==> src/rtl/audio_pkg.sv <==
// Shared types and constants for the CODEC noise-mix datapath.
package audio_pkg;

    localparam int SAMPLE_W = 24;

    localparam logic [SAMPLE_W-1:0] SAT_MAX = 24'h7FFFFF;
    localparam logic [SAMPLE_W-1:0] SAT_MIN = 24'h800000;

    typedef enum logic [2:0] {
        IDLE,
        READ,
        STEP,
        MIX,
        WAIT_WR,
        WRITE
    } state_t;

endpackage

==> src/rtl/noise_mix_sat.sv <==
// Combinational mixer: adds the arithmetically shifted noise to one sample and
// clamps the result to the signed sample range.
module noise_mix_sat
    import audio_pkg::*;
#(
    parameter int W = SAMPLE_W
) (
    input  logic [W-1:0] sample,
    input  logic [W-1:0] noise,
    input  logic [1:0]   shift,
    input  logic         en,
    output logic [W-1:0] mixed,
    output logic         clamped
);

    localparam logic [W-1:0] MAX_VAL = (W == SAMPLE_W) ? W'(SAT_MAX) : {1'b0, {(W-1){1'b1}}};
    localparam logic [W-1:0] MIN_VAL = (W == SAMPLE_W) ? W'(SAT_MIN) : {1'b1, {(W-1){1'b0}}};

    logic signed [W-1:0] scaled;
    logic        [W:0]   sum;

    // One guard bit is enough: overflow shows up as the two top sum bits disagreeing.
    always_comb begin
        scaled  = $signed(noise) >>> shift;
        sum     = {sample[W-1], sample} + (en ? {scaled[W-1], scaled} : '0);
        clamped = (sum[W] != sum[W-1]);
        if (!clamped) begin
            mixed = sum[W-1:0];
        end else if (sum[W]) begin
            mixed = MIN_VAL;
        end else begin
            mixed = MAX_VAL;
        end
    end

endmodule

==> src/rtl/noise_mix_sequencer.sv <==
// Per-frame sequencer: pop a CODEC frame, optionally step the noise generator,
// mix with saturation, and push the result back under write backpressure.
module noise_mix_sequencer
    import audio_pkg::*;
#(
    parameter int SAMPLE_W = audio_pkg::SAMPLE_W,
    parameter int CNT_W    = 16
) (
    input  logic                clk,
    input  logic                reset_n,
    input  logic                read_ready,
    input  logic                write_ready,
    input  logic [SAMPLE_W-1:0] readdata_left,
    input  logic [SAMPLE_W-1:0] readdata_right,
    input  logic [SAMPLE_W-1:0] noise_q,
    input  logic                noise_on,
    input  logic [1:0]          noise_shift,
    input  logic                clr_sat,
    output logic                read,
    output logic                write,
    output logic [SAMPLE_W-1:0] writedata_left,
    output logic [SAMPLE_W-1:0] writedata_right,
    output logic                noise_en,
    output logic                sat_flag,
    output logic [CNT_W-1:0]    frame_cnt
);

    state_t state;
    state_t next_state;

    logic [SAMPLE_W-1:0] left_q;
    logic [SAMPLE_W-1:0] right_q;
    logic                noise_on_q;
    logic [1:0]          shift_q;

    logic [SAMPLE_W-1:0] mix_left;
    logic [SAMPLE_W-1:0] mix_right;
    logic                clamp_left;
    logic                clamp_right;

    always_ff @(posedge clk) begin
        if (!reset_n) begin
            state <= IDLE;
        end else begin
            state <= next_state;
        end
    end

    always_comb begin
        next_state = state;
        case (state)
            IDLE:    if (read_ready) next_state = READ;
            READ:    next_state = noise_on ? STEP : MIX;
            STEP:    next_state = MIX;
            MIX:     next_state = WAIT_WR;
            WAIT_WR: if (write_ready) next_state = WRITE;
            WRITE:   next_state = IDLE;
            default: next_state = IDLE;
        endcase
    end

    always_comb begin
        read     = (state == READ);
        write    = (state == WRITE);
        noise_en = (state == STEP);
    end

    // Frame controls are captured once so later input changes cannot disturb it.
    always_ff @(posedge clk) begin
        if (!reset_n) begin
            left_q     <= '0;
            right_q    <= '0;
            noise_on_q <= 1'b0;
            shift_q    <= '0;
        end else if (state == READ) begin
            left_q     <= readdata_left;
            right_q    <= readdata_right;
            noise_on_q <= noise_on;
            shift_q    <= noise_shift;
        end
    end

    noise_mix_sat #(.W(SAMPLE_W)) u_mix_left (
        .sample  (left_q),
        .noise   (noise_q),
        .shift   (shift_q),
        .en      (noise_on_q),
        .mixed   (mix_left),
        .clamped (clamp_left)
    );

    noise_mix_sat #(.W(SAMPLE_W)) u_mix_right (
        .sample  (right_q),
        .noise   (noise_q),
        .shift   (shift_q),
        .en      (noise_on_q),
        .mixed   (mix_right),
        .clamped (clamp_right)
    );

    // A clamp in MIX outranks a simultaneous clear so no saturation event is lost.
    always_ff @(posedge clk) begin
        if (!reset_n) begin
            writedata_left  <= '0;
            writedata_right <= '0;
            sat_flag        <= 1'b0;
            frame_cnt       <= '0;
        end else begin
            if (state == MIX) begin
                writedata_left  <= mix_left;
                writedata_right <= mix_right;
            end
            if (state == MIX && (clamp_left || clamp_right)) begin
                sat_flag <= 1'b1;
            end else if (clr_sat) begin
                sat_flag <= 1'b0;
            end
            if (state == WRITE) begin
                frame_cnt <= frame_cnt + CNT_W'(1);
            end
        end
    end

endmodule

==> config.mk <==
export PLATFORM = sky130hd
export DESIGN_NAME = noise_mix_sequencer
export DESIGN_NICKNAME = d
export VERILOG_FILES = /design/src/rtl/audio_pkg.sv /design/src/rtl/noise_mix_sat.sv /design/src/rtl/noise_mix_sequencer.sv
export SDC_FILE = /design/constraint.sdc
export NUM_CORES = 1
export LEC_CHECK = 0
export BUFFER_PORTS_ARGS = -buffer_cell sky130_fd_sc_hd__buf_2
export CORE_AREA = 2 2 141 143
export CTS_CLUSTER_DIAMETER = 120
export DETAILED_ROUTE_END_ITERATION = 10
export DIE_AREA = 0 0 143 145
export SYNTH_ARGS = -nofsm -noshare
export SYNTH_HDL_FRONTEND = slang
export SYNTH_SLANG_ARGS = --single-unit
==> constraint.sdc <==
create_clock -name clk -period 6.1 [get_ports clk]
set_clock_uncertainty 0.2 [all_clocks]
set_input_delay 1.83 -clock clk [delete_from_list [all_inputs] [get_ports clk]]
set_output_delay 1.83 -clock clk [all_outputs]
set_load 0.01 [all_outputs]
==> metrics.md, run 1 <==
| Metric | Value |
|---|---|
| Slowest CP cell | a311o_1 |
| Initial Util | between 30% and 40% |
| Switching Fraction | 30.1% |
| R2R Path Start | shift_q[0] |
| First-pass GRT wire length | ~36000 um |
| Fill count | between 1500 and 2000 |
| Smallest setup slack after layout | between 0.7 and 0.8 ns |
| R2R depth | 14 |
| Xor/xnor cell area share of the yosys netlist | under 10% |
| Layout cells sized above 1 | a little over a fifth |
| Post-synth EDFFs | 0 |
| DR vias | roughly 7000 |
| Final Critical Period | roughly 5.4 ns |
| Post-CTS Resized | 0 |
| Worst Setup Start Kind | primary input |
| DIE AREA | just over 0.02 mm2 |
| Fmax | between 0.15 and 0.2 GHz |
| Worst hold margin | between 0.2 and 0.3 ns |
| Yosys top cell by area | dfxtp_1 |
| # rows | 51 |
| Placed instance count | ~1300 |
| Initial antenna violation count | 0 |
| Worst VDD drop | between 0.0002 and 0.00025 V |
| Post-synth top area share | a little under a third |
| RSZ-0062 raised after global routing | false |
| Hold Violations, Final | 0 |
| Lkg Pwr | 4.10 nW |
| Slew @ Worst Pin | roughly 0.85 ns |
| Post-synthesis sequential element count | around 120 |
| Overall routed net length | between 20000 and 25000 um |
| FF-to-FF setup slack | 1.10 ns |
| Synth Area in Compound Gates | 23.9% |
| Multi-input logic area | about 0.0049 mm2 |
| Clock H-tree levels | 4 |
| CTS Sinks | around 120 |
| Crit path DAT | around 5.5 ns |
| Ant. Diodes | 0 |
| Simple-gate share of the synthesized area | 18.0% |
| Req. time, crit path | 6.20 ns |
| Syn Area/Cell | ~8 um2 |
| Post-Synth Adder-Cell Area | between 10% and 20% |
| Top cells by count, synth | 137 x nand2_1, 122 x a21oi_1, 119 x dfxtp_1 |
| Later-pin clock latency in the skew report | between 0.4 and 0.5 ns |
| Combinational share of power | 24.5% |
| Post-Syn Instances | 935 |
| Cell Chain, Critical Path | buf_2, mux2_2, o211ai_1, inv_1, ha_1, a21o_1, a21o_1, a2111oi_2, o21bai_1, a311o_1, and2_4, o311ai_4, buf_4, nand2_4, o21ai_1, a211oi_1 |
| IO Port Bufs | between 100 and 150 |
| Worst-path clk slew | ~0.050 ns |
| Iteration-0 DRC Markers | between 400 and 500 |
| Max-slew violations | 0 |
| Setup Viol. Count Final | 0 |
| Number of distinct library cells after synthesis | 64 |
| Top cell by count, worst path | a21o_1 |
| CP Capture Type | flop |
| Post-synthesis mux area share | under 10% |
| Vias/cell | between 5 and 6 |
| Total track usage | roughly 22% |
| Number of warnings issued by yosys | 0 |
| Prevailing post-synth register cell | dfxtp_1 |
| GR Overflow Total | 0 |
| PD cells | 281 mW/mm2 |
| Hpwl dp | approximately 17000 um |
| Setup TNS | 0 ns |
| Power share of the clock group | 41.1% |
| Place WS | ~0.32 ns |
| CTS tree | yes |
| DP Area | ~0.0086 mm2 |
| Top Ports | about 150 |
| Post-route cell area | about 0.0092 mm2 |
| Rel. slew slack | between 40 and 50% |
| WS Path Type | in -> reg |
| Max cap viols | 0 |
| Hold Path Stages | 2 |
| Clk root buf | clkbuf_16 |
| Sequential Power Share | around a third |
| Status | finished clean |
| HP Class | reg -> reg |
| Synth top area cells | dfxtp_1 31%, ha_1 8.1%, a21oi_1 8.0% |
| Seq/Total Area, Yosys | about a third |
| Clock Path Buffers | 2 |
| Hold path start | left_q[8] |
| Fin crit share | between 80% and 90% |
| Hold EP | left_q[8] |
| Layout net count | ~1200 |
| FF+latch area | around 0.0024 mm2 |
| Die Ht | about 150 um |
| Syn Std Cell Area | 0.00760 mm2 |
| Die width | roughly 140 um |
| Cts hold-fix bufs | 0 |
| Final core utilization | 47.8% |
| Core area | 0.0192 mm2 |
| Count leader, synth | nand2_1 |
| Switching Power | a little under 800 uW |
| Vias in the first global route | approximately 6600 |
| DRC viols | 0 |
| Drt wl/cell | 16.9 um |
| Int Pwr | 1.81 mW |
| Largest net degree at the start of global routing | 76 |
| TritonCTS Buffers | 17 |
| FF-to-FF End | sat_flag |
| DR pass1 iterations | 5 |
| Crit path max fanout | 16 |
| Remaining antenna violation count after routing | 0 |
| Total chip power | around 2.6 mW |
| Setup bufs post-CTS | 0 |
| Final RePlAce weighted congestion | 0.948 |
| Ys async rst share | 0% |
| CP max stage delay | about 0.42 ns |
| Syn_nets | between 1000 and 1500 |
| Main combinational cell family by area after synthesis | compound AO/OA/AOI/OAI gates |
| Layout Cells excl Fill | roughly 1300 |
| Area Overhead vs Synth | 20.9% |
## registers in the layout, summed over array words and instances, names as in the netlist
signal	cells
sat_flag	1
writedata_right	24
writedata_left	24
shift_q	2
right_q	24
left_q	24
state	3
noise_on_q	1
frame_cnt	16
## logic make-up after synthesis
logic type,count (synthesis)
AO/OA/AOI/OAI,295
XOR/XNOR,53
adder cells (fa/ha/maj),75
buffers and inverters,70
flip-flops,119
multiplexers,25
AND/OR/NAND/NOR,298
## critical path: cells and delay by family
family | cells | cell delay (ns)
buffers and inverters | 3 | 0.45
AO/OA/AOI/OAI | 9 | 2.30
AND/OR/NAND/NOR | 2 | 0.33
adder cells (fa/ha/maj) | 1 | 0.29
multiplexers | 1 | 0.26
## power by group through the flow
stage               Clock, mW  Combinational, mW  Sequential (mW)
finish                   1.06              0.632            0.888
global route             1.12              0.702            0.896
CTS                      1.08              0.634            0.889
detailed placement          0              0.629            0.904
global placement            0              0.626            0.904
floorplan                   0              0.442            0.896
## routing by layer
layer  share of wire [%]  wire [um]  vias to the layer above  track usage (%)
li1                    -          -                     3582                -
met1                  48      11000                     3229             31.2
met2                  44       9910                      189             33.6
met3                 5.8       1300                       31             5.18
met4                 2.0        445                        0             7.08
met5                   0          0                        -                0
## cell type report
cell class,instances,share of cell area [%]
clock buffers,22,5.16
clock inverters,9,1.61
inverters,18,0.736
multi-input cells,746,53.9
flip-flops and latches,119,25.9
well taps,265,3.61
repair buffers,160,9.07
## layout by cell type (no fill, tap or decap), types with 10 or more instances in the layout
| cell | Yosys | layout |
|---|---|---|
| inv_1 | 17 | 16 |
| clkbuf_16 | 0 | 17 |
| mux4_2 | 11 | 11 |
| a21o_1 | 32 | 32 |
| nor2_1 | 58 | 57 |
| nand2b_1 | 15 | 14 |
| xor2_1 | 23 | 23 |
| o21ai_0 | 61 | 61 |
| and2_1 | 15 | 15 |
| maj3_1 | 24 | 24 |
| mux2i_1 | 13 | 13 |
| and3_1 | 19 | 19 |
| nand3_1 | 13 | 13 |
| buf_2 | 4 | 147 |
| nor3_1 | 10 | 10 |
| buf_4 | 1 | 13 |
| xnor2_1 | 30 | 30 |
| nand2_1 | 137 | 137 |
| ha_1 | 49 | 49 |
| a21oi_1 | 122 | 122 |
| dfxtp_1 | 119 | 119 |
## worst max-delay path by stage
stage | slack, ns | to | cells past startpoint | start
6_report | 0.73 | writedata_left[17] | 16 | noise_q[2]
5_1_grt | 0.52 | writedata_left[17] | 16 | noise_q[2]
4_1_cts | 0.76 | writedata_left[17] | 16 | noise_q[2]
3_5_place_dp | 0.32 | writedata_left[17] | 16 | noise_q[2]
3_3_place_gp | 0.34 | writedata_left[17] | 16 | noise_q[2]
2_1_floorplan | 0.77 | writedata_left[19] | 16 | noise_q[2]
No activity file was read; power rests on OpenSTA's default activity.
==> inputs of run 2 (changes only) <==
CORE_AREA = 5 5 144 146   (was 2 2 141 143)
DIE_AREA = 0 0 149 151   (was 0 0 143 145)
==> run 2 against run 1 <==
Global-route usage decreased by 2.0 points. Clock power about the same. Flip-flop and latch count unchanged. First-iteration DRC count increased by 14%. Worst setup slack improved by 0.032 ns. Hold slack got worse by 0.0021 ns. Clock-buffer cell count decreased by 2. Die area increased by 8.5%. Highest routed layer is now met5. Register-to-register slack improved by 0.41 ns. Largest power group unchanged. Non-clock buffer count decreased by 1. Combinational power about the same.
==> metrics.md, run 2 (same netlist as run 1, synthesis figures left out) <==
| Metric | Value |
|---|---|
| FF+latch area | 0.00238 mm2 |
| HP Class | reg -> reg |
| DIE AREA | around 0.022 mm2 |
| Top cell by count, worst path | a21o_1 |
| Layout cells sized above 1 | 21.4% |
| Final RePlAce weighted congestion | about 0.92 |
| TritonCTS Buffers | 17 |
| CTS Sinks | 119 |
| CP Capture Type | flop |
| Req. time, crit path | 6.20 ns |
| WP buf/inv | 2 |
| Sequential Power Share | 34.2% |
| Iteration-0 DRC Markers | around 480 |
| Smallest setup slack after layout | ~0.76 ns |
| Remaining antenna violation count after routing | 0 |
| Largest net degree at the start of global routing | 62 |
| Clock Path Buffers | 2 |
| Fmax | between 0.15 and 0.2 GHz |
| Clk root buf | clkbuf_16 |
| Commonest non-fill, non-tap cells in the layout | 147 x buf_2, 137 x nand2_1, 122 x a21oi_1 |
| Top Ports | 148 |
| DRC viols | 0 |
| PD cells | approximately 280 mW/mm2 |
| # rows | 51 |
| Power share of the clock group | 41.5% |
| Max cap viols | 0 |
| Status | finished clean |
| Setup Viol. Count Final | 0 |
| Overall routed net length | around 23000 um |
| GR Overflow Total | 0 |
| Initial antenna violation count | 2 |
| Final Critical Period | ~5.3 ns |
| Int Pwr | around 1.8 mW |
| Die Ht | ~150 um |
| Combinational share of power | 24.4% |
| Cts hold-fix bufs | 0 |
| Initial Util | around two fifths |
| Vias/cell | about 5.3 |
| DR pass1 iterations | 5 |
| DR vias | approximately 7100 |
| Drt wl/cell | ~17 um |
| Worst-path clk slew | approximately 0.05 ns |
| WS Path Type | in -> reg |
| Hold Violations, Final | 0 |
| Fill count | roughly 2000 |
| Slew @ Worst Pin | just under 0.7 ns |
| Family with the most delay on the worst path | compound AO/OA/AOI/OAI gates |
| Fin crit share | between 80% and 90% |
| First-pass GRT wire length | between 30000 and 40000 um |
| IO Port Bufs | between 100 and 150 |
| Worst Setup Start Kind | primary input |
| Crit path max fanout | 16 |
| Total track usage | 20.2% |
| Hold path start | right_q[21] |
| Setup bufs post-CTS | 0 |
| Core area | between 0.015 and 0.02 mm2 |
| R2R Path Start | shift_q[0] |
| Setup TNS | 0 ns |
| Cell Chain, Critical Path | buf_2, mux4_2, and2_1, ha_1, a21o_1, o21bai_1, a221o_1, a21o_1, a211oi_1, o311ai_4, buf_4, nand2_4, o22ai_1, o31a_1 |
| Critical Path Source | noise_q[21] |
| Switching Fraction | 30.8% |
| Clock H-tree levels | 4 |
| Die width | roughly 150 um |
| Vias in the first global route | between 6000 and 7000 |
| Crit path DAT | 5.44 ns |
| Multi-input logic area | between 0.004 and 0.005 mm2 |
| Final core utilization | approximately 48% |
| Switching Power | around 800 uW |
| Place WS | slightly below 0.4 ns |
| Rel. slew slack | 54.7% |
| RSZ-0062 raised after global routing | false |
| Post-CTS Resized | 0 |
| Max-slew violations | 0 |
| Later-pin clock latency in the skew report | approximately 0.42 ns |
| CTS tree | yes |
| Total chip power | between 2 and 3 mW |
| Worst VDD drop | 0.000193 V |
| Area Overhead vs Synth | 21.0% |
| Hpwl dp | between 15000 and 20000 um |
| Layout net count | 1192 |
| Slowest CP cell | mux4_2 |
| Commonest non-fill, non-tap cell in the layout | buf_2 |
| CP max stage delay | 0.49 ns |
| Lkg Pwr | slightly above 4 nW |
## run 2: cell types whose count changed in the layout (fill, tap and decap cells not counted)
cell | before | now
clkinv_4 | 0 | 2
clkinvlp_4 | 1 | 3
diode_2 | 0 | 2
buf_4 | 13 | 12
clkbuf_1 | 2 | 1
clkbuf_8 | 3 | 2
clkinv_2 | 4 | 3
## run 2: power groups by stage
stage                     registers [mW]  logic [mW]  clock network [mW]
final                              0.888       0.633                1.08
after global routing               0.895       0.702                1.14
after CTS                          0.888       0.634                1.10
after detailed placement           0.904       0.630                   0
after global placement             0.903       0.626                   0
after floorplan                    0.896       0.442                   0
## run 2: metal layers
metal	GRT usage, %	wire length (um)	vias up
met5	0	7	-
met1	28.5	11000	3222
met4	6.54	433	2
met2	30.4	9920	218
li1	-	-	3591
met3	5.09	1580	25
## run 2: layout make-up
class                      instances  share of cell area [%]
antenna                            2                  0.0544
clock buffer                      20                    4.97
clock inverter                    12                    1.91
inverter                          18                   0.735
multi-input combinational        746                    53.8
sequential                       119                    25.9
tap                              265                    3.61
timing repair buffer             159                    8.98
## run 2: final timing paths
| kind | slack [ns] | cells past startpoint | to |
|---|---|---|---|
| setup / recovery | 0.76 | 14 | sat_flag |
| hold reg to reg | 0.26 | 2 | right_q[21] |
| hold / removal | 0.26 | 2 | right_q[21] |
| setup reg to reg | 1.51 | 14 | sat_flag |
## run 2: through the flow
step	hold slack [ns]	instances	instance area [um2]
global route	0.286	1340	9190
detailed placement	0.255	1307	8560
global placement	0.250	1307	8560
floorplan	0.241	935	7600
finish	0.261	1341	9190
CTS	0.263	1339	9190
## run 2: worst reg2reg max path, stage by stage, from the launching register on
cell,delay [ns]
dfxtp_1,0.30
buf_4,0.36
mux4_2,0.60
and2_1,0.24
ha_1,0.38
a21o_1,0.22
o21bai_1,0.18
a221o_1,0.36
a21o_1,0.24
a211oi_1,0.38
o311ai_4,0.17
buf_4,0.21
nand2_4,0.20
o22ai_1,0.13
o31a_1,0.29
==> inputs of run 3 (changes only) <==
BUFFER_PORTS_ARGS = -buffer_cell sky130_fd_sc_hd__buf_4   (was -buffer_cell sky130_fd_sc_hd__buf_2)
==> run 3 against run 2 <==
Register-to-register slack gained 0.02 ns. Die area unchanged. Via count fell by 0.86%. Core utilization grew 1.9 points. Wire length rose by 0.14%. Non-clock buffer count rose by 1. Critical path depth unchanged. Clock power about the same. Critical path type unchanged.
==> metrics.md, run 3 (same netlist as run 1, synthesis figures left out) <==
| Metric | Value |
|---|---|
| Commonest non-fill, non-tap cell in the layout | buf_4 |
| Lkg Pwr | between 4 and 5 nW |
| PD cells | 276 mW/mm2 |
| Crit path capture | sat_flag |
| Final Critical Period | between 5 and 6 ns |
| Drt wl/cell | 17.1 um |
| Hold Violations, Final | 0 |
| Post-CTS Resized | 0 |
| CP max stage delay | roughly 0.45 ns |
| Layout cells sized above 1 | 21.4% |
| Clock H-tree levels | 4 |
| Req. time, crit path | 6.21 ns |
| Vias in the first global route | about 6500 |
| Hpwl dp | 17700 um |
| First-pass GRT wire length | 35900 um |
| Die width | approximately 150 um |
| DR vias | 6997 |
| CTS Sinks | approximately 120 |
| Worst Setup Start Kind | primary input |
| Crit path depth | 14 |
| Clock Path Buffers | 2 |
| WS Path Type | in -> reg |
| Slew @ Worst Pin | ~0.71 ns |
| Final RePlAce weighted congestion | 0.907 |
| Later-pin clock latency in the skew report | roughly 0.42 ns |
| Top Ports | between 100 and 150 |
| Worst-path clk slew | 0.06 ns |
| Clk root buf | clkbuf_16 |
| Initial Util | between 30% and 40% |
| Combinational share of power | 25.1% |
| Slowest CP cell | mux4_2 |
| CP Capture Type | flop |
| Commonest non-fill, non-tap cells in the layout | 160 x buf_4, 137 x nand2_1, 122 x a21oi_1 |
| Fin crit share | 86.9% |
| IO Port Bufs | between 100 and 150 |
| Die Ht | ~150 um |
| Crit path max fanout | 6 |
| Setup bufs post-CTS | 0 |
| Initial antenna violation count | 0 |
| R2R Path Start | shift_q[0] |
| Largest net degree at the start of global routing | 76 |
| Setup TNS | 0 ns |
| Vias/cell | approximately 5.2 |
| CTS tree | yes |
| TritonCTS Buffers | 17 |
| Switching Power | 796 uW |
| Cell Chain, Critical Path | buf_4, mux4_2, and2_1, ha_1, and3_4, a221o_1, a31oi_1, o21ai_2, a221oi_4, o21ai_1, a2111oi_0, a31o_1, nor4b_1, o31a_1 |
| HP Class | reg -> reg |
| Layout net count | 1193 |
| Max cap viols | 0 |
| Sequential Power Share | about 34% |
| Setup Viol. Count Final | 0 |
| Placed instance count | 1308 |
| Power share of the clock group | 41.4% |
| Ant. Diodes | 0 |
| GR Overflow Total | 0 |
| Layout Cells excl Fill | about 1300 |
| Status | finished clean |
| DRC viols | 0 |
| Rel. slew slack | between 50 and 60% |
| FF-to-FF End | writedata_left[14] |
| Overall routed net length | between 20000 and 25000 um |
| Remaining antenna violation count after routing | 0 |
| # rows | 51 |
| Area Overhead vs Synth | 26.0% |
| Iteration-0 DRC Markers | ~440 |
| Total track usage | 20.4% |
| R2R depth | 16 |
| FF-to-FF setup slack | about 1.5 ns |
| Critical Path Source | noise_q[11] |
| Int Pwr | 1.85 mW |
| Family with the most delay on the worst path | compound AO/OA/AOI/OAI gates |
| Cts hold-fix bufs | 0 |
| Fmax | between 0.15 and 0.2 GHz |
| Core area | approximately 0.019 mm2 |
| RSZ-0062 raised after global routing | false |
| Max-slew violations | 0 |
| DR pass1 iterations | 5 |
| Fill count | about 1900 |
| Crit path DAT | roughly 5.4 ns |
| WP buf/inv | 1 |
| Worst VDD drop | between 0.00015 and 0.0002 V |
| Switching Fraction | 30.1% |
| DIE AREA | 0.0225 mm2 |
## run 3: cell count changes in the layout (fill, tap and decap cells not counted), sizes merged
cell	delta
clkinvlp	-2
clkinv	+2
buf	+1
clkbuf	-1
diode	-2
bufinv	+1
## run 3: worst min-delay path by stage
| stage | from | to | depth (start not counted) | slack (ns) |
|---|---|---|---|---|
| 6_report | right_q[7] | right_q[7] | 2 | 0.26 |
| 5_1_grt | left_q[7] | left_q[7] | 2 | 0.28 |
| 4_1_cts | left_q[7] | left_q[7] | 2 | 0.26 |
| 3_5_place_dp | left_q[7] | left_q[7] | 2 | 0.25 |
| 3_3_place_gp | left_q[9] | left_q[9] | 2 | 0.25 |
| 2_1_floorplan | left_q[0] | left_q[0] | 2 | 0.24 |
## run 3: power groups by stage
stage	clock network, mW	logic [mW]	registers [mW]
after CTS	1.11	0.666	0.885
after global routing	1.16	0.733	0.893
after global placement	0	0.659	0.901
final	1.09	0.663	0.885
after detailed placement	0	0.661	0.901
after floorplan	0	0.442	0.896
## run 3: through the flow
step           utilization [%]  cell area (um2)  hold WS [ns]  setup WS, ns  power [mW]
6_report                  49.6             9570         0.263         0.802        2.64
3_3_place_gp              46.3             8930         0.251         0.381        1.56
4_1_cts                   49.6             9570         0.263         0.810        2.66
2_1_floorplan                -             7600         0.241         0.771        1.34
3_5_place_dp              46.3             8930         0.254         0.380        1.56
5_1_grt                   49.6             9570         0.281         0.574        2.78
## run 3: layer usage
| layer | share of wire (%) | GRT usage [%] | wire, um | vias up |
|---|---|---|---|---|
| li1 | - | - | - | 3607 |
| met1 | 49 | 28.6 | 11200 | 3195 |
| met2 | 43 | 30.6 | 9860 | 171 |
| met3 | 6.3 | 5.69 | 1440 | 24 |
| met4 | 1.8 | 6.04 | 405 | 0 |
| met5 | 0 | 0 | 0 | - |
## run 3: cell type report
class                      count  area (um2)  share of cell area (%)
clock buffer                  19         433                    4.52
multi-input combinational    746        4950                    51.7
clock inverter                13         204                    2.13
sequential                   119        2380                    24.9
inverter                      18        67.6                   0.706
tap                          265         332                    3.47
timing repair buffer         160        1200                    12.6
## run 3: worst register-to-register path: stages (launching register included)
cell and delay [ns]:
dfxtp_1 0.30, buf_4 0.37, mux2_2 0.40, o211ai_1 0.22, inv_1 0.12, ha_1 0.29, a21o_1 0.17, a21o_1 0.21
a2111oi_2 0.36, o21bai_1 0.20, a311o_1 0.44, and2_4 0.17, o311ai_4 0.25, buf_4 0.24, nand2_4 0.17, o21ai_1 0.28
nor2_1 0.08
